`config.mk`:
```
export PLATFORM = sky130hd
export DESIGN_NAME = fifo_rd_stream_flat
export DESIGN_NICKNAME = d
export VERILOG_FILES = /design/src/rtl/fifo_rd_stream_if.sv /design/src/rtl/fifo_rd_stream.sv /design/src/flat_wrapper.sv
export SDC_FILE = /design/constraint.sdc
export NUM_CORES = 1
export LEC_CHECK = 0
export CORE_AREA = 2 2 210 212
export CTS_CLUSTER_SIZE = 8
export DETAILED_ROUTE_END_ITERATION = 8
export DIE_AREA = 0 0 212 214
export PLACE_DENSITY_LB_ADDON = 0.2
export REMOVE_ABC_BUFFERS = 1
export SETUP_SLACK_MARGIN = 0.1
export SLEW_MARGIN = 20
export SYNTH_ARGS = -nofsm -noshare
export SYNTH_HDL_FRONTEND = slang
export SYNTH_SLANG_ARGS = --single-unit
```
`constraint.sdc`:
```
create_clock -name clk -period 17.57 [get_ports clk]
set_input_delay 1.757 -clock clk [delete_from_list [all_inputs] [get_ports clk]]
set_output_delay 1.757 -clock clk [all_outputs]
set_load 0.01 [all_outputs]
```
`src/rtl/fifo_rd_stream_if.sv`:
```
// Bundle of the FIFO read port and the downstream valid/ready stream around fifo_rd_stream.
// master = the adapter; slave = the FIFO plus downstream environment.
interface fifo_rd_stream_if #(
  parameter int RW         = 64,
  parameter int OBUF_DEPTH = 3
);
  localparam int CW = $clog2(OBUF_DEPTH + 1);

  logic          fifo_rden;
  logic [RW-1:0] fifo_dout;
  logic          fifo_empty;
  logic          m_valid;
  logic          m_ready;
  logic [RW-1:0] m_data;
  logic [CW-1:0] m_count;

  modport master (
    output fifo_rden, m_valid, m_data, m_count,
    input  fifo_dout, fifo_empty, m_ready
  );

  modport slave (
    input  fifo_rden, m_valid, m_data, m_count,
    output fifo_dout, fifo_empty, m_ready
  );
endinterface

```
`src/rtl/fifo_rd_stream.sv`:
```
// Drains a registered-read FIFO into a valid/ready stream through a small circular buffer.
// Pops are issued on credit (cnt + pend) so the buffer can never overflow.
module fifo_rd_stream #(
  parameter int RW         = 64,
  parameter int OBUF_DEPTH = 3
) (
  input  logic             clk,
  input  logic             rst_n,
  input  logic             flush_i,
  fifo_rd_stream_if.master bus
);
  localparam int CW = $clog2(OBUF_DEPTH + 1);
  localparam int PW = (OBUF_DEPTH > 1) ? $clog2(OBUF_DEPTH) : 1;

  logic [RW-1:0] obuf_q [OBUF_DEPTH];
  logic [PW-1:0] head_q, head_d;
  logic [PW-1:0] tail_q, tail_d;
  logic [CW-1:0] cnt_q, cnt_d;
  logic          pend_q, pend_d;
  logic [RW-1:0] data_q, data_d;
  logic [CW:0]   credit;
  logic          rden;
  logic          capture;
  logic          transfer;

  function automatic logic [PW-1:0] ptr_inc(input logic [PW-1:0] p);
    return (p == PW'(OBUF_DEPTH - 1)) ? '0 : p + 1'b1;
  endfunction

  // Pop decision uses registered state only, so m_ready never reaches fifo_rden.
  assign credit   = {1'b0, cnt_q} + {{CW{1'b0}}, pend_q};
  assign rden     = rst_n & ~flush_i & ~bus.fifo_empty & (credit < (CW+1)'(OBUF_DEPTH));
  assign capture  = pend_q;
  assign transfer = (cnt_q != '0) & bus.m_ready;

  always_comb begin
    head_d = head_q;
    tail_d = tail_q;
    cnt_d  = cnt_q;
    pend_d = 1'b0;
    data_d = data_q;
    if (flush_i) begin
      head_d = '0;
      tail_d = '0;
      cnt_d  = '0;
    end else begin
      pend_d = rden;
      if (capture)  tail_d = ptr_inc(tail_q);
      if (transfer) head_d = ptr_inc(head_q);
      cnt_d = cnt_q + CW'(capture) - CW'(transfer);
      // data_q mirrors the post-edge head entry; the slot being written bypasses the array.
      if (cnt_d != '0) begin
        if (capture && (head_d == tail_q)) data_d = bus.fifo_dout;
        else                               data_d = obuf_q[head_d];
      end
    end
  end

  always_ff @(posedge clk or negedge rst_n) begin
    if (!rst_n) begin
      head_q <= '0;
      tail_q <= '0;
      cnt_q  <= '0;
      pend_q <= 1'b0;
      data_q <= '0;
    end else begin
      head_q <= head_d;
      tail_q <= tail_d;
      cnt_q  <= cnt_d;
      pend_q <= pend_d;
      data_q <= data_d;
    end
  end

  always_ff @(posedge clk) begin
    if (capture && !flush_i) obuf_q[tail_q] <= bus.fifo_dout;
  end

  assign bus.fifo_rden = rden;
  assign bus.m_valid   = (cnt_q != '0);
  assign bus.m_data    = data_q;
  assign bus.m_count   = cnt_q;
endmodule

```
`src/flat_wrapper.sv`:
```
// flat-port wrapper written by rule: the top's interface ports become plain ports
module fifo_rd_stream_flat 
#(
  parameter int RW         = 64,
  parameter int OBUF_DEPTH = 3
)
  (clk, rst_n, flush_i, bus_fifo_rden, bus_m_valid, bus_m_data, bus_m_count, bus_fifo_dout, bus_fifo_empty, bus_m_ready);
  fifo_rd_stream_if #(.RW(RW), .OBUF_DEPTH(OBUF_DEPTH)) bus_i ();
  input  logic clk;
  input  logic rst_n;
  input  logic flush_i;
  output wire logic [$bits(bus_i.fifo_rden)-1:0] bus_fifo_rden;
  output wire logic [$bits(bus_i.m_valid)-1:0] bus_m_valid;
  output wire logic [$bits(bus_i.m_data)-1:0] bus_m_data;
  output wire logic [$bits(bus_i.m_count)-1:0] bus_m_count;
  input wire logic [$bits(bus_i.fifo_dout)-1:0] bus_fifo_dout;
  input wire logic [$bits(bus_i.fifo_empty)-1:0] bus_fifo_empty;
  input wire logic [$bits(bus_i.m_ready)-1:0] bus_m_ready;
  assign bus_fifo_rden = bus_i.fifo_rden;
  assign bus_m_valid = bus_i.m_valid;
  assign bus_m_data = bus_i.m_data;
  assign bus_m_count = bus_i.m_count;
  assign bus_i.fifo_dout = bus_fifo_dout;
  assign bus_i.fifo_empty = bus_fifo_empty;
  assign bus_i.m_ready = bus_m_ready;
  fifo_rd_stream #(.RW(RW), .OBUF_DEPTH(OBUF_DEPTH)) u_core (.clk(clk), .rst_n(rst_n), .flush_i(flush_i), .bus(bus_i));
endmodule
```
* Word level (Yosys, flattened, before mapping)
Memory sizes are Yosys's and may differ from the RTL's. A register that Yosys moved wholly into a read port is not among the register bits. Index checks and enable logic that the tools add are counted.
Word-level totals: register bits 7, latch bits 0, bits in writable memories 192, memory bits (read-only) 0, bits of input ports 69, logic and storage cells 37, memories 1
Memories:
- u_core.obuf_q | depth 3, bits a word 64, read ports 1, clocked after memory_dff 1, write ports 1, line fifo_rd_stream.sv:15 | logic [RW-1:0] obuf_q [OBUF_DEPTH];
Operators by class: $add $sub $neg 5, $mul 0, div/mod/pow operators 0, order comparisons 1, eq/ne operators 2, shift-type cells 0, muxes and demuxes 11, bitwise logic cells 6, reductions and logical operators 7
Operators by type and width (number):
- two-way mux 2 bit | 8
- nonzero test 2 bit | 3
- adder 2 x 1 -> 2 bit (second input constant) | 2
- AND 1 bit | 4
- == test 2 bit (second input constant) | 2
- adder 2 x 1 -> 3 bit | 1
- less-than comparator 3 x 2 -> 1 bit (second input constant) | 1
- two-way mux 1 bit | 3
- adder 2 x 1 -> 2 bit | 1
- zero test 1 bit | 2
- inverter 1 bit | 2
- AND reduction 2 bit | 1
- subtractor 2 x 1 -> 2 bit | 1
- logical AND 1 bit | 1

* Longest topological paths before layout
depth in word-level cells 5, gate-level depth with buffers 12

* Least setup slack after synthesis
OpenSTA, ideal clock, no wires.
path kind input-to-reg, start point input flush_i, end point memory u_core.obuf_q[2][0] (enable), data arrival time 6.875 ns, setup slack 10.117 ns, stages 3, buffers on the path 1, cell sequence clkbuf_1 -> nand2b_1 -> nor3b_1
On the way: word-level cells in the longest chain between the ends 4
RTL lines:
- from (decl) | line flat_wrapper.sv:11 | input logic flush_i;
- zero test 1 bit | line fifo_rd_stream.sv:76 | if (capture && !flush_i) obuf_q[tail_q] <= bus.fifo_dout;
- logical AND 1 bit | line fifo_rd_stream.sv:76
- two-way mux 1 bit | line fifo_rd_stream.sv:76
- two-way mux 1 bit (not written as such) | line fifo_rd_stream.sv:76
- to (decl) | line fifo_rd_stream.sv:15
No other way between the ends.

* Worst setup path in the final report
start point input flush_i, end point output bus_fifo_rden
On the way: word-level cells in the longest chain between the ends 4
RTL lines:
- inverter 1 bit (no source line)
- AND 1 bit (3 in series) | line fifo_rd_stream.sv:32 | assign rden = rst_n & ~flush_i & ~bus.fifo_empty & (credit < (CW+1)'(OBUF_DEPTH));
- to (decl) | line flat_wrapper.sv:12 | output wire logic [$bits(bus_i.fifo_rden)-1:0] bus_fifo_rden;
No other way between the ends.

==> metrics.csv <==
metric,value,unit
yosysWarnings,0,
dpl_cell_area,14520,µm²
synth_edf_count,192,
r2r_setup_slack,14.18,ns
synth_top_area_share,45.21,%
fin_area,15680,µm²
cts_tree,done,
total_power,2.443,mW
gp_congestion,0.7033,
synth_area,12750,µm²
h-tree-depth,2,
die_x,212,µm
clock_sinks,263,
cp.arrival,3.81,ns
row_count,76,
crit_chain,"clkdlybuf4s50_1, or4b_2, a21oi_1, clkdlybuf4s50_1",
drive_above_1_share,6.293,%
syn_to_final_growth,22.94,%
hold_viol,0,
power_density,155.8,nW/µm²
synthFlopType,edfxtp_1,
rsz0062_at_grt,no,
dpl.hpwl,19.54,mm
drt_first_pass_iters,5,
drc_errors,0,
crit_path_start_kind,input port,
synthCells,1070,
reg2reg_to,u_core.bus.m_data[60],
grt-ovfl-total,0,
hold_depth,2,
setup_viol,0,
finalMaxSlewViolations,0,
period_share,31.69,%
grt_usage,15.91,%
cts-resized-gates,0,
preCtsSetupSlack,12.00,ns
grt_pass1_vias,9475,
synthTopCellsByCount,"192 x edfxtp_1, 127 x and2_1, 126 x a221oi_1",
end_kind,primary output,
cts_setup_buffers,0,
vias_per_cell,5.394,
avgSynthCellArea,11.92,µm²
ys_seq_elements,263,
cts_buffers,38,
reg2reg_depth,7,
fin_ws,12.00,ns
finalClockSkew,0.009901,ns
clk_pin_slew,0.05,ns
ios,137,
io_buffers,136,
max_clock_freq,179.6,MHz
synth.most_common_cell,edfxtp_1,
critical_path.most_common_cell,clkdlybuf4s50_1,
r2r-start,u_core.bus.m_count[1],
wl,36.85,mm
p_leak,5.399,nW
dieArea,45370,µm²
min_from,u_core.bus.m_data[13],
hold_slack,0.5469,ns
relSlewSlack,23.71,%
setup_tns,0,ns
finalNetCount,1219,
max_slew.worst_pin.slew,1.144,ns
cts_hold_buf,0,
antenna_found_initial,3,
clockBufferDepth,3,
synth_area_leader_cell,edfxtp_1,
n_antenna_cell,0,
grt_max_degree,198,
antenna_left,0,
drv_cap,0,
holdPathEnd,u_core.bus.m_data[13],
wl_per_cell,20.93,µm
status,completed,
yosys-top-cells-area,"edfxtp_1 45%, dfrtp_1 14%, a221oi_1 8.7%",
core_area,42890,µm²
drt_iter0_drc,777,
synth_cell_type_count,39,
ys_seq_area_share,59.14,%
crit_required,15.81,ns
initial_core_util,29.74,%
peakVddDrop,104.7,µV
critPathSlowestCell,or4b_2,
period_minus_slack,5.567,ns
root_buffer,clkbuf_16,
hp-class,reg2reg,
path_max_fanout,9,
synthArstFlopShare,27.00,%
routed-via-count,9498,
grt_first_pass_wirelength,56.38,mm
max_stage_delay,0.75,ns
clock_latency,0.51,ns
die_h,214,µm
critPathKind,in2out,
==> cells in the final DEF (no fill, tap or decap), types with 63 or more instances in the layout <==
cell / synthesis / routed
and2_1: 127 / 127
nand3_1: 64 / 64
a221oi_1: 126 / 126
clkdlybuf4s50_1: 0 / 134
dfrtp_1: 71 / 70
a211oi_1: 64 / 64
nor2_1: 71 / 71
edfxtp_1: 192 / 192
a31oi_1: 63 / 63
mux2i_1: 65 / 65
==> layer usage <==
layer | vias up | wire, µm | global-route usage, % | part of all wire [%]
li1 | 4367 | - | - | -
met5 | - | 28 | 0 | 0.076
met2 | 241 | 17210 | 25.57 | 47
met4 | 4 | 626 | 3.967 | 1.7
met3 | 53 | 1966 | 3.093 | 5.3
met1 | 4833 | 17020 | 22.00 | 46
==> critical path, delay by kind of cell <==
kind	cells	cell delay [ns]
buffers and inverters	2	1.16
and+or+nand+nor	1	0.75
AOI/OAI and AO/OA	1	0.14
==> power by group <==
group / switching [mW] / internal, mW
Clock: 0.260 / 0.431
Combinational: 0.563 / 0.372
Sequential: 0.0616 / 0.756
==> worst max path at each step <==
stage / from / to / cells past startpoint
5_1_grt: flush_i / bus_fifo_rden / 4
2_1_floorplan: u_core.bus.m_count[0] / u_core.bus.m_data[55] / 9
3_3_place_gp: flush_i / bus_fifo_rden / 4
4_1_cts: flush_i / bus_fifo_rden / 4
6_report: flush_i / bus_fifo_rden / 4
3_5_place_dp: flush_i / bus_fifo_rden / 4
==> stage by stage <==
stage / utilization [%] / std cells
floorplan: - / 955
global placement: 33.85 / 1690
detailed placement: 33.85 / 1690
CTS: 36.49 / 1760
global route: 36.56 / 1761
finish: 36.56 / 1761
==> final cells by class <==
type | instances | area (µm²)
Sequential cell | 263 | 7546
Tap cell | 585 | 732.0
Multi-Input combinational cell | 687 | 4742
Fill cell | 4150 | 27210
Inverter | 5 | 21.27
Timing Repair Buffer | 151 | 1501
Clock buffer | 70 | 1135
==> kinds of logic (layout without fill, tap and decap cells) <==
group / Yosys count / count (layout) / share of synthesized area (%)
and+or+nand+nor: 284 / 284 / 11.85
muxes: 65 / 65 / 5.102
DFF: 263 / 263 / 59.14
xor gates and xnor gates: 3 / 3 / 0.3140
adders and majority gates: 4 / 4 / 0.3925
AOI/OAI and AO/OA: 331 / 331 / 19.01
buffers and inverters: 120 / 226 / 4.180
==> state kept, by name, summed over array words and instances (netlist names) <==
signal and count:
u_core.obuf_q 192, u_core.bus.m_data 64, u_core.bus.m_count 2, u_core.head_q 2, u_core.tail_q 2, u_core.capture 1
No activity file was read; power rests on OpenSTA's default activity.
